### src/rtl/game_session_ctrl.sv
`default_nettype none
// ============================================================================
// Module      : game_session_ctrl
// Description : Infinity-mode session sequencer. It runs each round through
//               idle, a visible countdown, play, and a timed game-over hold.
//               It also keeps the last-round and best scores.
// Revision    : 1.0 - initial release
// ============================================================================
module game_session_ctrl #(
    parameter int TICK_DIV = 100000000,
    parameter int COUNT_S  = 3,
    parameter int HOLD_S   = 5
) (
    input  logic       clk,
    input  logic       rst,
    input  logic       btn_start,
    input  logic       gameover_in,
    input  logic [5:0] score_in,
    output logic       enable_game,
    output logic       clear_score,
    output logic [3:0] countdown,
    output logic [2:0] state_o,
    output logic [5:0] last_score,
    output logic [5:0] best_score
);

    localparam int              CNT_W      = (TICK_DIV > 1) ? $clog2(TICK_DIV) : 1;
    localparam logic [CNT_W-1:0] TICK_LAST = CNT_W'(TICK_DIV - 1);
    localparam logic [3:0]      COUNT_INIT = 4'(COUNT_S);
    localparam logic [3:0]      HOLD_INIT  = 4'(HOLD_S);

    typedef enum logic [2:0] {
        S_IDLE      = 3'd0,
        S_COUNTDOWN = 3'd1,
        S_PLAY      = 3'd2,
        S_OVER      = 3'd3
    } state_t;

    state_t           state_q;
    logic [CNT_W-1:0] cnt_q;
    logic [CNT_W-1:0] cnt_d;
    logic             btn_q;
    logic             enable_q;
    logic             clear_q;
    logic [3:0]       countdown_q;
    logic [5:0]       last_q;
    logic [5:0]       best_q;

    logic             start_edge;
    logic             tick;

    assign start_edge = btn_start & ~btn_q;
    assign tick       = (cnt_q == TICK_LAST);
    assign cnt_d      = tick ? '0 : cnt_q + CNT_W'(1);

    // The tick counter free-runs. Every state change or countdown restart
    // clears it, so the first tick arrives exactly TICK_DIV cycles after entry.
    always_ff @(posedge clk or posedge rst) begin
        if (rst) begin
            state_q     <= S_IDLE;
            cnt_q       <= '0;
            btn_q       <= 1'b1;
            enable_q    <= 1'b0;
            clear_q     <= 1'b0;
            countdown_q <= 4'd0;
            last_q      <= 6'd0;
            best_q      <= 6'd0;
        end else begin
            btn_q   <= btn_start;
            clear_q <= 1'b0;
            cnt_q   <= cnt_d;

            case (state_q)
                S_IDLE: begin
                    if (start_edge) begin
                        state_q     <= S_COUNTDOWN;
                        countdown_q <= COUNT_INIT;
                        clear_q     <= 1'b1;
                        cnt_q       <= '0;
                    end
                end

                S_COUNTDOWN: begin
                    if (start_edge) begin
                        countdown_q <= COUNT_INIT;
                        clear_q     <= 1'b1;
                        cnt_q       <= '0;
                    end else if (tick) begin
                        if (countdown_q == 4'd1) begin
                            state_q     <= S_PLAY;
                            countdown_q <= 4'd0;
                            enable_q    <= 1'b1;
                            cnt_q       <= '0;
                        end else begin
                            countdown_q <= countdown_q - 4'd1;
                        end
                    end
                end

                S_PLAY: begin
                    if (gameover_in) begin
                        state_q     <= S_OVER;
                        enable_q    <= 1'b0;
                        countdown_q <= HOLD_INIT;
                        last_q      <= score_in;
                        cnt_q       <= '0;
                        // A tie leaves the best score unchanged.
                        if (score_in > best_q) begin
                            best_q <= score_in;
                        end
                    end
                end

                S_OVER: begin
                    if (tick) begin
                        if (countdown_q == 4'd1) begin
                            state_q     <= S_IDLE;
                            countdown_q <= 4'd0;
                            cnt_q       <= '0;
                        end else begin
                            countdown_q <= countdown_q - 4'd1;
                        end
                    end
                end

                default: begin
                    state_q     <= S_IDLE;
                    enable_q    <= 1'b0;
                    countdown_q <= 4'd0;
                    cnt_q       <= '0;
                end
            endcase
        end
    end

    assign enable_game = enable_q;
    assign clear_score = clear_q;
    assign countdown   = countdown_q;
    assign state_o     = state_q;
    assign last_score  = last_q;
    assign best_score  = best_q;

endmodule
`default_nettype wire
### config.mk
export PLATFORM = sky130hd
export DESIGN_NAME = game_session_ctrl
export DESIGN_NICKNAME = d
export VERILOG_FILES = /design/src/rtl/game_session_ctrl.sv
export SDC_FILE = /design/constraint.sdc
export NUM_CORES = 1
export LEC_CHECK = 0
export ABC_AREA = 1
export CAP_MARGIN = 40
export CORE_MARGIN = 3
export CORE_UTILIZATION = 51
export DETAILED_ROUTE_END_ITERATION = 16
export PLACE_DENSITY = 0.76
export SLEW_MARGIN = 20
export SYNTH_ARGS = -nofsm -noshare
export SYNTH_HDL_FRONTEND = slang
export SYNTH_SLANG_ARGS = --single-unit
### constraint.sdc
create_clock -name clk -period 1.5 [get_ports clk]
set_input_delay 0.15 -clock clk [delete_from_list [all_inputs] [get_ports clk]]
set_output_delay 0.15 -clock clk [all_outputs]
set_load 0.03 [all_outputs]
After elaboration in Yosys (flattened, before gate mapping)
Cells that the tools add are included.

Flip-flop bits (word level): 49. Output and inout port bits: 21.

Bitwise operators: 3. Magnitude comparators: 1. Add/sub/neg operators: 2. Reduce and logical (&&, ||, !) cells: 8. Eq/ne operators: 12. Multiplexer cells: 28.

Operators with widths (count): $mux W27 (6); $pmux W27 S4 (1); $add A27 B1 Y27 const B (1); $eq A27 B27 Y1 const B (1); $mux W3 (7); $mux W4 (5); $pmux W4 S4 (1); $ne A2 B2 Y1 const B (7); $pmux W3 S4 (1); $reduce_and A7 Y1 (1); $eq A3 B2 Y1 const B (2); $gt A6 B6 Y1 (1); $mux W1 (6); $reduce_and A5 Y1 (1); $eq A4 B1 Y1 const B (1); $reduce_and A2 Y1 (2); $reduce_or A2 Y1 (2); $sub A4 B1 Y4 const B (1); $eq A3 B1 Y1 const B (1); $logic_not A3 Y1 (1); $pmux W1 S3 (1); $reduce_and A3 Y1 (1); $not A1 Y1 (2); $and A1 B1 Y1 (1).

Depth between registers and ports, before layout
Word-level depth: 6. Depth in mapped cells: 13. Depth with buffers taken out: 12.

Least setup slack after synthesis
No wires, ideal clock.

Path type: register -> register. Start: register state_q[0], in the netlist state_o[0]. End: register cnt_q[14]. Path buffers: 1. Period minus slack after synthesis: 1.803 ns. Arrival: 1.684 ns. Setup slack: -0.303 ns. Cell stages (with the launch flop): 10. Data required time: 1.381 ns. Cells stage by stage: dfrtp_1 inv_1 ha_1 nor2_1 nor2_1 nor3_2 nor2_8 inv_6 buf_6 nor2_1.

Longest elaborated chain between the ends: 2. Elaborated cells on any way between the ends: 5. Classes of those cells: eq/ne (3); mux (1); reduce/logical (1).

RTL lines: start, declared (RTL line 39) `state_t state_q;`; start signal, assigned (RTL line 60) `state_q <= S_IDLE;`; start signal, assigned (RTL line 76) `state_q <= S_COUNTDOWN;`; start signal, assigned (RTL line 90) `state_q <= S_PLAY;`; $eq A3 B2 Y1, or another cell as far along (RTL line 73) `case (state_q)`; $pmux W27 S4 (*) (RTL line 73); end signal, assigned (RTL line 71) `cnt_q <= cnt_d;`; end, declared (RTL line 40) `logic [CNT_W-1:0] cnt_q;`.

Every way passes the cells marked *; elsewhere a longest branch is shown, timed or not. A chain may end at the register's enable or synchronous reset.

Worst setup path in the final report
Start: register cnt_q[15]. End: register state_q[0], in the netlist state_o[0].

Longest elaborated chain between the ends: 3. Elaborated cells on any way between the ends: 4. Classes of those cells: eq/ne (3); reduce/logical (1).

RTL lines: $eq A27 B27 Y1 (*) (RTL line 53) `assign tick = (cnt_q == TICK_LAST);`; $ne A2 B2 Y1 (no source line); $reduce_and A7 Y1 (no source line) (*).

Marks and branches as above.

==> results_dict.tcl <==
set metrics [dict create \
    status "finished, violations left" \
    failed_checks "negative setup slack" \
    drtAntennaViolNets 0 \
    drv_cap 0 \
    ys_async_sr_fraction_pct 100 \
    most-common-layout-cells "nand2_1, buf_4, inv_1" \
    dp_hpwl_um 5070 \
    min_path_type "primary input to async pin" \
    r2r_slack_ps -260 \
    first_pass_iters 5 \
    cts_hold_buf 0 \
    globalRouteOverflowTotal 0 \
    postLayoutCoreUtil_pct 80.8 \
    yosysTopAreaCell "dfrtp_1" \
    area_growth_pct 47.4 \
    avgSynthCellArea_um2 7.78 \
    grt_first_pass_wirelength_um 13300 \
    start_util_pct 54.8 \
    worst_path_dominant_cell_family "simple AND/OR/NAND/NOR gates" \
    synth_edf_count 0 \
    final_nets 503 \
    drt_iter0_markers 238 \
    post_drt_wl_per_cell_um 16.0 \
    dieArea_um2 6680 \
    fp.dieW_um 81.7 \
    final_common_cell "nand2_1" \
    antenna_found_initial 0 \
    endpoint "state_o[0]" \
    cts_max_level 2 \
    rsz0062_at_grt "true" \
    power_density_nw_per_um2 1540 \
    fmaxAchievable_mhz 570 \
    max_stage_delay_ps 370 \
    clock_latency_ps 310 \
    path_buf_inv 1 \
    crit_slowest_cell "dfrtp_1" \
    netlist.area_leader.share_pct 40.2 \
    port_buffers 29 \
    setup_tns_ps -4060 \
    finClkSkew_ps 7.18 \
    drc 0 \
    cts.sinks 48 \
    clk_pin_slew_ps 90 \
    cp-end-kind "register" \
    clock_path_buffers 2 \
    yosys-top-cells-area "dfrtp_1, nand2_1, inv_1" \
    core_um2 5340 \
    irDropWorstVdd_uv 1180 \
    fin_crit_sh_pct 117 \
    place_inst 531 \
    r2r_start "cnt_q[15]" \
    crit_top_cell "nand2_1" \
    cts-root-buf "clkbuf_8" \
    netlist_instances 376 \
    startpoint_type "register" \
    setup_viol 40 \
    grt_pass1_vias 3020 \
    post-route-min-period_ps 1760 \
    arrival_ps 1950 \
    leakagePower_nw 2.15 \
    fin_ws_ps -256 \
    drive_above_1_share_pct 39.3 \
    crit_type "register to register" \
    die_h_um 81.7 \
    reg2regPathDepth 10 \
    io_pins 31 \
    numCtsBuffers 5 \
    syn_nets 399 \
    drv_slew 0 \
    synth_cell_types 41 \
    critical_path_required_ps 1690 \
    vias 2969 \
    dpl_worst_slack_ps -384 \
    ys_ff_latch 48 \
    gp_congestion 0.860 \
    cts_tree "yes" \
    netlist_area_um2 2930 \
    grt_max_degree 20 \
    critPathMaxFanout 4 \
    path_cells "nand2_1 -> buf_4 -> nor2_2 -> nand3_1 -> nor2_2 -> nand3_2 -> nand2_1 -> nand3_2 -> nand2_1 -> o21ai_1" \
    synth_ff_type "dfrtp_1" \
    final_cells 551 \
    diodes 0 \
    yosysWarnings 0 \
    routed_wirelength_um 8800 \
    synth.yosys.seq_area_share_pct 41.1 \
    placementRows 26 \
    grtUsageTotal_pct 25.7 \
    path_depth 10 \
    r2r-end "state_o[0]" \
    cp-startpoint "cnt_q[15]" \
    hold_viol 0 \
    vias_per_cell 5.39 \
]
[worst min path at each step]
stage                          endpoint  slack, ps  cells past startpoint
after floorplan                   btn_q        150                      0
after global placement    best_score[2]        460                      2
after detailed placement  best_score[2]        470                      2
after CTS                 best_score[2]        130                      2
after global routing      last_score[0]        160                      2
final                     best_score[2]        110                      2
[cell type report]
class	instances	area [um^2]
multi-input combinational	257	1740
sequential	48	1210
fill	320	1020
timing repair buffer	101	881
inverter	67	274
tap	70	87.6
clock buffer	6	82.6
clock inverter	2	38.8
[power by group]
group	internal (mW)	total [mW]	switching (mW)
clock network	0.546	1.02	0.474
registers	1.57	1.81	0.243
logic	1.58	3.79	2.21
[kinds of logic (layout without fill, tap and decap cells)]
family | Yosys count | after routing | share of synthesized area, %
simple gates | 185 | 186 | 31.5
other cells | 1 | 1 | 0.128
fa+ha+maj | 13 | 13 | 5.56
compound gates | 50 | 50 | 9.54
flops | 48 | 48 | 41.1
xor+xnor | 7 | 7 | 2.10
buf+inv | 72 | 176 | 10.1
[layer usage]
metal  share of wire, %  GRT usage, %  vias to the layer above
met5                  0             0                        -
li1                   -             -                     1388
met3                4.6          4.17                       41
met1                 41          31.0                     1422
met4                4.0          8.64                        0
met2                 51          46.3                      118
[metrics by stage]
stage                     power (mW)  instance area [um^2]  hold slack, ps
after floorplan                 3.57                  2970             154
after global placement          4.70                  3800             464
after detailed placement        4.79                  3800             468
after CTS                       6.27                  4170             134
after global routing            7.00                  4310             156
final                           6.62                  4310             114
[cell usage after synthesis, drive strengths merged (2+ instances only)]
| cell type | instances |
|---|---|
| a21oi | 19 |
| a31oi | 2 |
| xnor2 | 5 |
| nand2 | 88 |
| xor2 | 2 |
| nand3 | 26 |
| o21ai | 23 |
| ha | 13 |
| nor3b | 3 |
| clkbuf | 2 |
| dfrtp | 47 |
| nand4 | 4 |
| o21a | 4 |
| nor3 | 6 |
| inv | 66 |
| nor2 | 56 |
| buf | 3 |
[flip-flops by register name, summed over array words and instances, names as in the netlist]
name and flops:
best_score 6, btn_q 1, clear_score 1, cnt_q 27
countdown 4, enable_game 1, last_score 6, state_o 2
[repair_timing]
item                       CTS  global route
gates resized for setup     68            33
buffers inserted             7             5
gates cloned                 1             0
pin swaps                   22            13
setup endpoints to repair   55            44
Power figures use the tool's default switching activity.
